<file path="config.mk">
export PLATFORM = sky130hd
export DESIGN_NAME = pic_host_sequencer
export DESIGN_NICKNAME = d
export VERILOG_FILES = /design/src/rtl/pic_host_sequencer.sv
export SDC_FILE = /design/constraint.sdc
export NUM_CORES = 1
export LEC_CHECK = 0
export CAP_MARGIN = 20
export CELL_PAD_IN_SITES_DETAIL_PLACEMENT = 0
export CELL_PAD_IN_SITES_GLOBAL_PLACEMENT = 1
export CORE_MARGIN = 4
export CORE_UTILIZATION = 42
export DETAILED_ROUTE_END_ITERATION = 10
export PLACE_DENSITY_LB_ADDON = 0.1
export SYNTH_ARGS = -nofsm -noshare
export SYNTH_HDL_FRONTEND = slang
export SYNTH_SLANG_ARGS = --single-unit
</file>
<file path="constraint.sdc">
create_clock -name clk -period 4.1 [get_ports clk]
set_input_delay 0.41 -clock clk [delete_from_list [all_inputs] [get_ports clk]]
set_output_delay 0.41 -clock clk [all_outputs]
set_load 0.02 [all_outputs]
</file>
<file path="src/rtl/pic_host_sequencer.sv">
// pic_host_sequencer: host-side bus sequencer for an 8259-style interrupt controller
//   clk, rst_n                      : clock, asynchronous active-low reset
//   cfg_start/cfg_icw1..4/cfg_ocw1  : init sequence trigger and ICW/OCW values
//   cfg_busy, cfg_done              : init in progress / init completed
//   cmd_*                           : single host register read/write handshake
//   rsp_valid, rsp_rdata            : read data return
//   int_en, pic_int                 : automatic acknowledge enable, controller INT
//   vec_valid, vec_data             : captured interrupt vector
//   pic_* , db_out, db_oe, db_in    : controller bus pins (split data bus)
module pic_host_sequencer #(
    parameter int SETUP_CYC = 1,
    parameter int PULSE_CYC = 2,
    parameter int HOLD_CYC  = 1,
    parameter int GAP_CYC   = 2,
    parameter int ACK_GAP   = 4
) (
    input  logic       clk,
    input  logic       rst_n,
    input  logic       cfg_start,
    input  logic [7:0] cfg_icw1,
    input  logic [7:0] cfg_icw2,
    input  logic [7:0] cfg_icw3,
    input  logic [7:0] cfg_icw4,
    input  logic [7:0] cfg_ocw1,
    output logic       cfg_busy,
    output logic       cfg_done,
    input  logic       cmd_valid,
    output logic       cmd_ready,
    input  logic       cmd_write,
    input  logic       cmd_a0,
    input  logic [7:0] cmd_wdata,
    output logic       rsp_valid,
    output logic [7:0] rsp_rdata,
    input  logic       int_en,
    input  logic       pic_int,
    output logic       vec_valid,
    output logic [7:0] vec_data,
    output logic       pic_cs_n,
    output logic       pic_a0,
    output logic       pic_wr_n,
    output logic       pic_rd_n,
    output logic       pic_inta_n,
    output logic [7:0] db_out,
    output logic       db_oe,
    input  logic [7:0] db_in
);
    typedef enum logic [3:0] {
        IDLE, W_SETUP, W_PULSE, W_HOLD, R_SETUP, R_PULSE, R_HOLD, A_P1, A_GAP, A_P2, A_END
    } state_t;
    localparam int GW = $clog2(ACK_GAP + 2);
    localparam logic [2:0] STEP_END = 3'd5;
    state_t        r_state, w_state_nxt;
    logic [7:0]    r_cnt, w_cnt_nxt;
    logic [GW-1:0] r_gap;
    logic [1:0]    r_int_s;
    logic          r_run;
    logic [2:0]    r_step, w_step_nxt;
    logic [7:0]    r_icw1, r_icw2, r_icw3, r_icw4, r_ocw1, w_step_d, w_launch_d;
    logic          w_last, w_idle, w_cfg_go, w_cfg_wr, w_int_go, w_cmd_go, w_launch, w_launch_a0;
    assign w_last   = r_cnt == 8'd0;
    assign w_idle   = r_state == IDLE;
    assign w_cfg_go = w_idle && cfg_start && !cfg_busy;
    assign w_cfg_wr = w_idle && cfg_busy && r_step != STEP_END;
    // cfg_done is only set while not busy, so it also keeps INTA out of the init sequence
    assign w_int_go = w_idle && !w_cfg_go && cfg_done && int_en && r_int_s[1] && r_gap == '0;
    // r_run holds cmd_ready low during reset even though the FSM already sits in IDLE
    assign cmd_ready = w_idle && r_run && !cfg_busy && !w_cfg_go && !w_int_go;
    assign w_cmd_go  = cmd_ready && cmd_valid;
    assign w_launch  = w_cfg_wr || w_cmd_go;
    // ICW3 only in cascade mode (SNGL=0), ICW4 only when IC4=1
    assign w_step_d = r_step == 3'd0 ? r_icw1 : r_step == 3'd1 ? r_icw2 :
                      r_step == 3'd2 ? r_icw3 : r_step == 3'd3 ? r_icw4 : r_ocw1;
    assign w_step_nxt = r_step == 3'd1 ? (!r_icw1[1] ? 3'd2 : r_icw1[0] ? 3'd3 : 3'd4) :
                        r_step == 3'd2 ? (r_icw1[0] ? 3'd3 : 3'd4) : r_step + 3'd1;
    assign w_launch_a0 = w_cfg_wr ? r_step != 3'd0 : cmd_a0;
    assign w_launch_d  = w_cfg_wr ? w_step_d : cmd_wdata;
    always_comb begin
        w_state_nxt = r_state;
        w_cnt_nxt   = w_last ? r_cnt : r_cnt - 8'd1;
        case (r_state)
            IDLE: begin
                if (w_cfg_wr || (w_cmd_go && cmd_write)) begin
                    w_state_nxt = W_SETUP;
                    w_cnt_nxt   = 8'(SETUP_CYC - 1);
                end else if (w_cmd_go) begin
                    w_state_nxt = R_SETUP;
                    w_cnt_nxt   = 8'(SETUP_CYC - 1);
                end else if (w_int_go) begin
                    w_state_nxt = A_P1;
                    w_cnt_nxt   = 8'(PULSE_CYC - 1);
                end
            end
            W_SETUP: if (w_last) begin w_state_nxt = W_PULSE; w_cnt_nxt = 8'(PULSE_CYC - 1); end
            W_PULSE: if (w_last) begin w_state_nxt = W_HOLD;  w_cnt_nxt = 8'(HOLD_CYC - 1); end
            W_HOLD:  if (w_last) w_state_nxt = IDLE;
            R_SETUP: if (w_last) begin w_state_nxt = R_PULSE; w_cnt_nxt = 8'(PULSE_CYC - 1); end
            R_PULSE: if (w_last) begin w_state_nxt = R_HOLD;  w_cnt_nxt = 8'(HOLD_CYC - 1); end
            R_HOLD:  if (w_last) w_state_nxt = IDLE;
            A_P1:    if (w_last) begin w_state_nxt = A_GAP;   w_cnt_nxt = 8'(GAP_CYC - 1); end
            A_GAP:   if (w_last) begin w_state_nxt = A_P2;    w_cnt_nxt = 8'(PULSE_CYC - 1); end
            A_P2:    if (w_last) w_state_nxt = A_END;
            default: w_state_nxt = IDLE;
        endcase
    end
    always_ff @(posedge clk or negedge rst_n) begin
        if (!rst_n) begin
            r_state <= IDLE;
            r_cnt   <= 8'd0;
        end else begin
            r_state <= w_state_nxt;
            r_cnt   <= w_cnt_nxt;
        end
    end
    // Bus pins are registered from the next state so they never glitch
    always_ff @(posedge clk or negedge rst_n) begin
        if (!rst_n) begin
            r_int_s    <= 2'b00;
            r_run      <= 1'b0;
            r_gap      <= '0;
            pic_cs_n   <= 1'b1;
            pic_wr_n   <= 1'b1;
            pic_rd_n   <= 1'b1;
            pic_inta_n <= 1'b1;
            pic_a0     <= 1'b0;
            db_out     <= 8'd0;
            db_oe      <= 1'b0;
            rsp_valid  <= 1'b0;
            rsp_rdata  <= 8'd0;
            vec_valid  <= 1'b0;
            vec_data   <= 8'd0;
            cfg_busy   <= 1'b0;
            cfg_done   <= 1'b0;
            r_step     <= 3'd0;
            r_icw1     <= 8'd0;
            r_icw2     <= 8'd0;
            r_icw3     <= 8'd0;
            r_icw4     <= 8'd0;
            r_ocw1     <= 8'd0;
        end else begin
            r_int_s    <= {r_int_s[0], pic_int};
            r_run      <= 1'b1;
            r_gap      <= r_state == A_END ? GW'(ACK_GAP) : r_gap - GW'(r_gap != '0);
            pic_cs_n   <= !(w_state_nxt inside {W_SETUP, W_PULSE, W_HOLD, R_SETUP, R_PULSE, R_HOLD});
            pic_wr_n   <= w_state_nxt != W_PULSE;
            pic_rd_n   <= w_state_nxt != R_PULSE;
            pic_inta_n <= !(w_state_nxt inside {A_P1, A_P2});
            db_oe      <= w_state_nxt inside {W_SETUP, W_PULSE, W_HOLD};
            if (w_launch) begin
                pic_a0 <= w_launch_a0;
                db_out <= w_launch_d;
            end
            rsp_valid <= r_state == R_HOLD && w_last;
            if (r_state == R_PULSE && w_last) rsp_rdata <= db_in;
            vec_valid <= r_state == A_P2 && w_last;
            if (r_state == A_P2 && w_last) vec_data <= db_in;
            if (w_cfg_go) begin
                cfg_busy <= 1'b1;
                cfg_done <= 1'b0;
                r_step   <= 3'd0;
                r_icw1   <= cfg_icw1;
                r_icw2   <= cfg_icw2;
                r_icw3   <= cfg_icw3;
                r_icw4   <= cfg_icw4;
                r_ocw1   <= cfg_ocw1;
            end else if (w_cfg_wr) begin
                r_step <= w_step_nxt;
            end else if (w_idle && cfg_busy) begin
                cfg_busy <= 1'b0;
                cfg_done <= 1'b1;
            end
        end
    end
endmodule

</file>
==> impl_metrics.csv, run 1 <==
group,metric,value,unit
clocking,clk_pin_slew_worst_paths,0.08,ns
synth,ys_dominant_reg_cell,"dfrtp_1",
power,clock_power_share,14.6,%
floorplanning,ios,99,
final_layout,area_growth,26.71,%
detailed_routing,wl_per_cell,14.83,um
synth,synth_top_area_share,49.81,%
grt,overflow,0,
grt,grt_max_degree,69,
sta,setup_tns,0,ns
clocking,postCtsHoldBufs,0,
power,p_comb_share,42.2,%
clocking,cts_tree,"yes",
sta,drv_slew,0,
grt,grt_pass1_wl,17350,um
detailed_routing,vias,3506,
synth,synth.area.top_cells,"dfrtp_1, nand2_1, mux2_2",
sta,setup_slack,1.356,ns
power,power.switching,0.001434,W
synth,synth-edff-count,0,
grt,antenna_found_initial,0,
detailed_routing,drtIter0Drc,175,
detailed_routing,wl,10440,um
clocking,cts_buffers,9,
grt,track_usage,16.99,%
clocking,htree_num_levels,3,
critical_path,crit_fanout,15,
final_layout,antenna_cells,0,
critical_path,r2r_cells,8,
critical_path,worst_setup_path_end_kind,"output port",
synth,ys_seq_area_share,52.11,%
floorplanning,die_x,112.3,um
sta,min_period,2.744,ns
synth,async_flop_share,100.0,%
detailed_routing,drtAntennaViolNets,0,
floorplanning,die_y,112.3,um
synth,synth_area_per_cell,9.625,um2
synth,syn-num-nets,550,
synth,synth.largest_area_cell,"dfrtp_1",
floorplanning,die_area,12620,um2
placed_design,hpwl,7736,um
power,leakage,2.668,nW
synth,synth_warnings,0,
sta,finalCritPeriodShare,66.92,%
placed_design,io_buffers,98,
critical_path,slowest_stage,"clkdlybuf4s50_1",
final_layout,n_fill_cell,965,
final_layout,final_nets,638,
critical_path,r2r-end,"pic_cs_n",
critical_path,path_class,"reg -> out",
grt,grt_pass1_vias,3613,
clocking,cts_setup_buffers,0,
critical_path,max_stage_delay,0.61,ns
clocking,clk-insertion-delay-late,0.35,ns
power,seq_power_share,43.1,%
power,sw_frac_of_total,38.76,%
placed_design,gp_congestion,0.8650,
sta,skew,0.01009,ns
floorplanning,start_util,43.70,%
critical_path,arrival,2.33,ns
critical_path,critPathLaunchType,"flop",
synth,ys_ff_latch,95,
critical_path,reg2reg_setup_slack,1.47,ns
floorplanning,core_area,10460,um2
clocking,root_buffer,"clkbuf_8",
clocking,cts_sinks,95,
power,max-vdd-ir-drop,279.5,uV
final_layout,layout-drive-gt1-share,9.331,%
detailed_routing,vias_per_cell,4.980,
sta,rsz0062_at_grt,"no",
power,p_int,0.002265,W
power,p_per_area,638.5,nW/um2
critical_path,reg2reg_from,"r_step[1]",
detailed_routing,drc,0,
sta,setup_violations,0,
sta,tightest_slew,0.8781,ns
sta,fmax,364.5,MHz
run_status,status,"complete, no violations",
floorplanning,rows,37,
job,max-cap-violations,0,
placed_design,pre_cts_ws,1.506,ns
clocking,clockBufferDepth,2,
clocking,cts_resized,0,
synth,synthCells,475,
synth,post-synth-top-count-cell,"nand2_1",
worst_hold_path,hp-class,"in -> async",
critical_path,crit_chain,"nor4_4, and4_1, clkdlybuf4s50_1",
sta,slew_headroom,41.29,%
critical_path,worstPathRequired,3.69,ns
detailed_routing,firstDrtPassIters,4,
synth,synth_cell_types,47,
sta,timing.final.hold_violations,0,
synth,ys_top_cells_by_count,"nand2_1, dfrtp_1, nor2_1, a21oi_1, mux2_2",
synth,syn_area,4572,um2
[state kept, by name, indices dropped and copies added (netlist names)]
name,count
vec_valid,1
r_state,4
cfg_done,1
r_icw2,8
pic_wr_n,1
r_gap,3
db_oe,1
pic_rd_n,1
r_ocw1,8
db_out,8
r_icw3,8
rsp_valid,1
r_int_s,2
r_run,1
pic_inta_n,1
r_icw4,8
r_step,3
r_icw1,8
cfg_busy,1
pic_cs_n,1
pic_a0,1
rsp_rdata,8
vec_data,8
r_cnt,8
[cell type report]
class	instances	area, um2	area share, %
Multi-Input combinational cell	341	2006	34.62
Clock inverter	3	18.77	0.3240
Clock buffer	13	148.9	2.570
Inverter	15	58.81	1.015
Tap cell	136	170.2	2.937
Sequential cell	95	2382	41.12
Timing Repair Buffer	101	1008	17.41
[worst max-delay path by stage]
stage | slack, ns | depth (start not counted) | start | endpoint
3_5_place_dp | 1.51 | 8 | r_step[1] | pic_cs_n
2_1_floorplan | 2.00 | 8 | r_step[1] | pic_cs_n
4_1_cts | 1.32 | 3 | r_state[0] | cmd_ready
6_report | 1.36 | 3 | r_state[0] | cmd_ready
5_1_grt | 1.20 | 3 | r_state[0] | cmd_ready
3_3_place_gp | 1.55 | 5 | r_state[0] | r_cnt[0]
[layout by cell type (no fill, tap or decap), drive strengths merged, types with 3 or more instances in the layout]
cell / instances
nand2: 107
clkdlybuf4s50: 97
dfrtp: 91
nor2: 57
a21oi: 33
mux2: 27
mux2i: 19
inv: 15
o21ai: 14
clkbuf: 13
ha: 11
nor2b: 10
nand3: 8
nor3: 7
xnor2: 7
and3: 6
dfstp: 4
buf: 4
a31oi: 3
a211oi: 3
nor4: 3
clkinv: 3
[worst max-delay path: cells and delay by family, from the launching register on]
| family | cells | cell delay (ns) |
|---|---|---|
| buffers and inverters | 1 | 0.61 |
| DFF | 1 | 0.55 |
| and+or+nand+nor | 2 | 0.83 |
[per-layer routing]
layer | up-vias | track usage (%) | part of all wire [%]
met2 | 78 | 29.60 | 50
met1 | 1649 | 20.78 | 43
li1 | 1767 | - | -
met3 | 12 | 4.367 | 4.8
met4 | 0 | 4.968 | 1.4
met5 | - | 0 | 0
[power by group through the flow]
stage          Sequential [W]  Combinational (W)  Clock [W]
2_1_floorplan         0.00159            0.00108          0
3_3_place_gp          0.00160            0.00154          0
3_5_place_dp          0.00162            0.00157          0
4_1_cts               0.00160            0.00158   0.000571
5_1_grt               0.00165            0.00178   0.000604
6_report              0.00159            0.00156   0.000542
[per-stage QoR]
stage	power (W)	util [%]	cell area, um2	hold WS, ns	std cells
finish	0.003699	55.37	5793	0.1643	704
global placement	0.003147	53.62	5610	0.3360	687
CTS	0.003752	55.37	5793	0.1860	704
global route	0.004030	55.37	5793	0.2291	704
floorplan	0.002669	-	4572	0.1144	475
detailed placement	0.003190	53.77	5625	0.3450	688
[logic make-up after synthesis]
group | Yosys count | synth area share, %
simple gates | 207 | 19.57
flops | 95 | 52.11
compound gates | 67 | 8.621
mux | 46 | 10.81
buf+inv | 39 | 4.078
fa+ha+maj | 11 | 3.010
xor+xnor | 9 | 1.724
other cells | 1 | 0.08202
Note: power is estimated with default switching activity, not from simulation.
==> run 2: changes to the inputs <==
--- a/config.mk
+++ b/config.mk
@@ -9,7 +9,7 @@
 export CELL_PAD_IN_SITES_DETAIL_PLACEMENT = 0
 export CELL_PAD_IN_SITES_GLOBAL_PLACEMENT = 1
 export CORE_MARGIN = 4
-export CORE_UTILIZATION = 42
+export CORE_UTILIZATION = 35
 export DETAILED_ROUTE_END_ITERATION = 10
 export PLACE_DENSITY_LB_ADDON = 0.1
 export SYNTH_ARGS = -nofsm -noshare
==> constraint.sdc (replaced) <==
create_clock -name clk -period 2.3 [get_ports clk]
set_input_delay 0.23 -clock clk [delete_from_list [all_inputs] [get_ports clk]]
set_output_delay 0.23 -clock clk [all_outputs]
set_load 0.02 [all_outputs]
==> run 2 against run 1 <==
Cell count is 8.1% higher; routed wire length is 5.4% higher; global-route usage fell by 1.2 points; via count grew 3.1%; critical path depth stayed put; first-iteration DRC count shrank 30%; largest cell class unchanged; hold slack better by 0.17 ns; clock-buffer cell count decreased by 2; largest power group is now combinational logic; flip-flop and latch count unchanged; worst setup slack worse by 1.2 ns.
==> impl_metrics.csv, run 2 (synthesis results as in run 1) <==
group,metric,value,unit
final_layout,layout-drive-gt1-share,13.07,%
clocking,htree_num_levels,3,
power,max-vdd-ir-drop,370.8,uV
final_layout,n_fill_cell,1272,
final_layout,antenna_cells,0,
power,p_comb_share,42.2,%
sta,min_period,2.173,ns
critical_path,max_stage_delay,0.60,ns
final_layout,stdcell_count,761,
sta,tightest_slew,0.7071,ns
floorplanning,ios,99,
power,seq_power_share,37.5,%
critical_path,slowest_stage,"clkdlybuf4s50_1",
clocking,root_buffer,"clkbuf_16",
floorplanning,start_util,35.94,%
critical_path,cp_top_family,"buffers and inverters",
power,leakage,2.832,nW
sta,timing.hold.ws,0.3300,ns
critical_path,critPathLaunchType,"flop",
sta,timing.final.hold_violations,0,
critical_path,crit_fanout,2,
grt,grt_max_degree,40,
run_status,status,"complete, no violations",
clocking,clockBufferDepth,2,
clocking,clk_pin_slew_worst_paths,0.07,ns
detailed_routing,firstDrtPassIters,4,
sta,drv_slew,0,
grt,antenna_found_initial,0,
floorplanning,die_area,14950,um2
final_layout,seqCellArea,2382,um2
critical_path,arrival,1.94,ns
detailed_routing,drtAntennaViolNets,0,
critical_path,cp.buffers_inverters,1,
power,p_int,0.004595,W
detailed_routing,vias_per_cell,4.749,
floorplanning,die_y,122.3,um
power,power.switching,0.002702,W
floorplanning,rows,41,
sta,setup_slack,0.1266,ns
grt,grt_pass1_vias,3856,
detailed_routing,vias,3614,
clocking,cts_sinks,95,
final_layout,mostFrequentLayoutCells,"nand2_1, clkdlybuf4s50_1, dfrtp_1, nor2_1, a21oi_1",
sta,rsz0062_at_grt,"no",
sta,fmax,460.1,MHz
final_layout,final_common_cell,"nand2_1",
clocking,clk-insertion-delay-late,0.34,ns
sta,skew,0.007200,ns
detailed_routing,drc,0,
sta,setup_violations,0,
job,max-cap-violations,0,
sta,finalCritPeriodShare,94.49,%
critical_path,worstPathRequired,2.07,ns
critical_path,reg2reg_setup_slack,0.16,ns
final_layout,final_nets,659,
power,clock_power_share,20.3,%
clocking,cts_buffers,9,
detailed_routing,wl,11000,um
placed_design,gp_congestion,0.7679,
final_layout,multi_input_comb_area,2023,um2
floorplanning,core_area,12720,um2
critical_path,crit_chain,"nor4_4, and4_1, clkdlybuf4s50_1",
grt,track_usage,15.80,%
placed_design,io_buffers,98,
critical_path,path_class,"reg -> out",
grt,grt_pass1_wl,18730,um
sta,slew_headroom,52.86,%
placed_design,place_inst,743,
floorplanning,die_x,122.3,um
clocking,cts_tree,"yes",
sta,setup_tns,0,ns
power,sw_frac_of_total,37.02,%
power,p_per_area,1188,nW/um2
detailed_routing,wl_per_cell,14.45,um
critical_path,worst_setup_path_end_kind,"output port",
detailed_routing,drtIter0Drc,122,
placed_design,hpwl,8287,um
placed_design,pre_cts_ws,0.04617,ns
worst_hold_path,hp-class,"in -> reg",
grt,overflow,0,
final_layout,area_growth,34.37,%
-- run 2: changes by cell type in the layout (fill, tap and decap cells not counted), sizes merged --
| cell | previous run | this run |
|---|---|---|
| buf | 4 | 24 |
| inv | 15 | 16 |
| bufinv | 0 | 1 |
| clkbuf | 13 | 11 |
| dlygate4sd3 | 0 | 1 |
-- run 2: path summary, 6_finish.rpt --
path                            start          to  cells after the start
setup reg to reg             r_cnt[0]    pic_cs_n                      8
max in group asynchronous       rst_n   db_out[5]                      3
hold reg to reg            r_int_s[0]  r_int_s[1]                      0
hold / removal                pic_int  r_int_s[0]                      1
setup / recovery           r_state[3]   cmd_ready                      3
min in group asynchronous       rst_n    r_gap[1]                      2
-- run 2: metal layers --
metal	GRT usage (%)	vias up	share of wire, %
li1	-	1802	-
met1	19.92	1735	43
met2	27.41	65	52
met3	2.857	12	3.8
met4	5.248	0	1.5
met5	0	-	0
-- run 2: area by class of cell --
type,instances,share of cell area [%]
clock buffer,11,3.788
clock inverter,5,0.9369
tap,172,3.503
timing repair buffer,122,19.10
inverter,15,0.9572
multi-input combinational,341,32.93
sequential,95,38.78
-- run 2: worst reg2reg max path, stage by stage, from the launching register on --
cell and delay (ns):
dfrtp_1 0.40, inv_1 0.13, ha_1 0.15, and4_1 0.25
buf_4 0.20, mux2i_1 0.19, o211ai_1 0.19, and3_1 0.24
or3_1 0.31
-- run 2: repair_timing --
| action | 4_1_cts | 5_1_grt |
|---|---|---|
| resized for setup | 1 | 4 |
| setup buffers | 1 | 0 |
| setup endpoints to repair | 1 | 2 |
| pin swaps | 1 | 0 |
| endpoints found under the hold margin | 37 | 0 |
| hold buffers | 1 | 0 |
-- run 2: per-stage QoR --
| step | area (um2) | total power (W) | util [%] |
|---|---|---|---|
| after CTS | 6131 | 0.007383 | 48.19 |
| final | 6143 | 0.007297 | 48.29 |
| after detailed placement | 5818 | 0.005862 | 45.73 |
| after global placement | 5818 | 0.005768 | 45.73 |
| after global routing | 6143 | 0.007956 | 48.29 |
| after floorplan | 4572 | 0.004758 | - |
-- run 2: power by group through the flow --
stage | Clock, W | Sequential, W | Combinational, W
after global placement | 0 | 0.00273 | 0.00304
final | 0.00148 | 0.00273 | 0.00308
after floorplan | 0 | 0.00283 | 0.00192
after CTS | 0.00152 | 0.00273 | 0.00313
after global routing | 0.00160 | 0.00283 | 0.00353
after detailed placement | 0 | 0.00276 | 0.00310
==> run 3: changes to the inputs <==
--- a/config.mk
+++ b/config.mk
@@ -11,6 +11,7 @@
 export CORE_MARGIN = 4
 export CORE_UTILIZATION = 35
 export DETAILED_ROUTE_END_ITERATION = 10
+export GPL_ROUTABILITY_DRIVEN = 0
 export PLACE_DENSITY_LB_ADDON = 0.1
 export SYNTH_ARGS = -nofsm -noshare
 export SYNTH_HDL_FRONTEND = slang
==> constraint.sdc (replaced) <==
create_clock -name clk -period 2.3 [get_ports clk]
set_input_delay 0.46 -clock clk [delete_from_list [all_inputs] [get_ports clk]]
set_output_delay 0.46 -clock clk [all_outputs]
set_load 0.02 [all_outputs]
==> run 3 against run 2 <==
Register-to-register slack about the same; combinational power about the same; die area unchanged; sequential power about the same; via count unchanged; clock-buffer cell count decreased by 1; hold slack got worse by 0.29 ns; cell count increased by 1.2%; clock skew decreased by 0.0027 ns.
==> impl_metrics.csv, run 3 (synthesis results as in run 1) <==
group,metric,value,unit
clocking,clk_pin_slew_worst_paths,0.07,ns
grt,overflow,0,
detailed_routing,drc,0,
power,p_comb_share,41.4,%
grt,grt_pass1_vias,3712,
final_layout,mostFrequentLayoutCells,"nand2_1, clkdlybuf4s50_1, dfrtp_1, nor2_1, a21oi_1",
detailed_routing,drtIter0Drc,219,
power,p_per_area,1195,nW/um2
critical_path,crit_fanout,3,
grt,grt_pass1_wl,18210,um
final_layout,final_nets,668,
sta,setup_violations,0,
power,clock_power_share,21.9,%
final_layout,layout-drive-gt1-share,14.55,%
placed_design,placed_area,5938,um2
sta,timing.final.hold_violations,0,
floorplanning,ios,99,
sta,fmax,459.2,MHz
floorplanning,die_y,122.3,um
final_layout,area_growth,37.19,%
sta,rsz0062_at_grt,"no",
sta,skew,0.004475,ns
sta,drv_slew,0,
sta,slew_headroom,65.01,%
floorplanning,rows,41,
power,p_int,0.004787,W
detailed_routing,wl_per_cell,14.33,um
grt,grt_max_degree,43,
sta,finalCritPeriodShare,94.69,%
sta,tightest_slew,0.5117,ns
final_layout,antenna_cells,0,
critical_path,critPathLaunchType,"input port",
clocking,cts_tree,"yes",
critical_path,path_class,"in -> out",
power,total_power,0.007494,W
power,leakage,2.905,nW
run_status,status,"complete, no violations",
clocking,root_buffer,"clkbuf_16",
detailed_routing,vias,3614,
critical_path,worst_setup_path_end_kind,"output port",
power,sw_frac_of_total,36.12,%
clocking,htree_num_levels,3,
clocking,clockBufferDepth,2,
grt,track_usage,15.65,%
clocking,cts_buffers,9,
detailed_routing,wl,11040,um
detailed_routing,drtAntennaViolNets,0,
floorplanning,core_area,12720,um2
power,max-vdd-ir-drop,390.3,uV
detailed_routing,vias_per_cell,4.694,
floorplanning,die_area,14950,um2
floorplanning,start_util,35.94,%
final_layout,final_common_cell,"nand2_1",
clocking,cts_sinks,95,
grt,antenna_found_initial,0,
placed_design,io_buffers,98,
critical_path,arrival,1.72,ns
worst_hold_path,hp-class,"in -> async",
power,seq_power_share,36.7,%
sta,setup_tns,0,ns
placed_design,hpwl,8243,um
sta,min_period,2.178,ns
sta,timing.hold.ws,0.04397,ns
job,max-cap-violations,0,
critical_path,worstPathRequired,1.84,ns
clocking,clk-insertion-delay-late,0.35,ns
floorplanning,die_x,122.3,um
power,power.switching,0.002707,W
final_layout,design_area,6272,um2
detailed_routing,firstDrtPassIters,4,
[run 3: layer usage]
metal  vias to the layer above  global-route usage, %  part of all wire (%)
met5                         -                      0                     0
met3                        14                  2.949                   4.0
met2                        66                  26.28                    50
met1                      1708                  19.92                    44
met4                         0                  6.298                   1.7
li1                       1826                      -                     -
[run 3: layout make-up]
class / instances / area [um2]
clock buffer: 10 / 239.0
clock inverter: 6 / 92.59
fill: 1249 / 6450
inverter: 15 / 58.81
multi-input combinational: 341 / 2009
sequential: 95 / 2382
tap: 172 / 215.2
timing repair buffer: 131 / 1275
[run 3: worst paths after layout]
kind	from	endpoint	slack (ns)	cells past startpoint
max reg2reg	r_cnt[1]	pic_cs_n	0.16	9
max in group asynchronous	rst_n	pic_rd_n	1.56	2
min	rst_n	r_gap[2]	0.04	1
max	int_en	cmd_ready	0.12	5
min reg2reg	r_int_s[0]	r_int_s[1]	0.35	0
min in group clk	r_int_s[0]	r_int_s[1]	0.35	0
[run 3: timing repair]
item / CTS / global route
pin swaps: 0 / 0
hold buffers: 0 / 0
buffers inserted: 0 / 0
resized for setup: 1 / 2
setup endpoints to repair: 1 / 3
[run 3: critical path: stages]
cell and delay [ns]:
clkdlybuf4s50_1 0.45, and3_1 0.21, nand2_1 0.08, and4_1 0.21, dlygate4sd2_1 0.31
[run 3: through the flow]
| stage | util (%) | worst slack, ns | cells |
|---|---|---|---|
| 2_1_floorplan | - | 0.1959 | 475 |
| 3_3_place_gp | 46.68 | -0.07060 | 754 |
| 3_5_place_dp | 46.68 | -0.07566 | 754 |
| 4_1_cts | 49.27 | 0.08827 | 770 |
| 5_1_grt | 49.30 | 0.01483 | 770 |
| 6_report | 49.30 | 0.1221 | 770 |
[run 3: power by group through the flow]
stage                     clock (W)  sequential (W)  combinational [W]
final                       0.00164         0.00275            0.00310
after global routing        0.00175         0.00284            0.00350
after CTS                   0.00169         0.00276            0.00315
after detailed placement          0         0.00279            0.00314
after global placement            0         0.00277            0.00310
after floorplan                   0         0.00283            0.00192
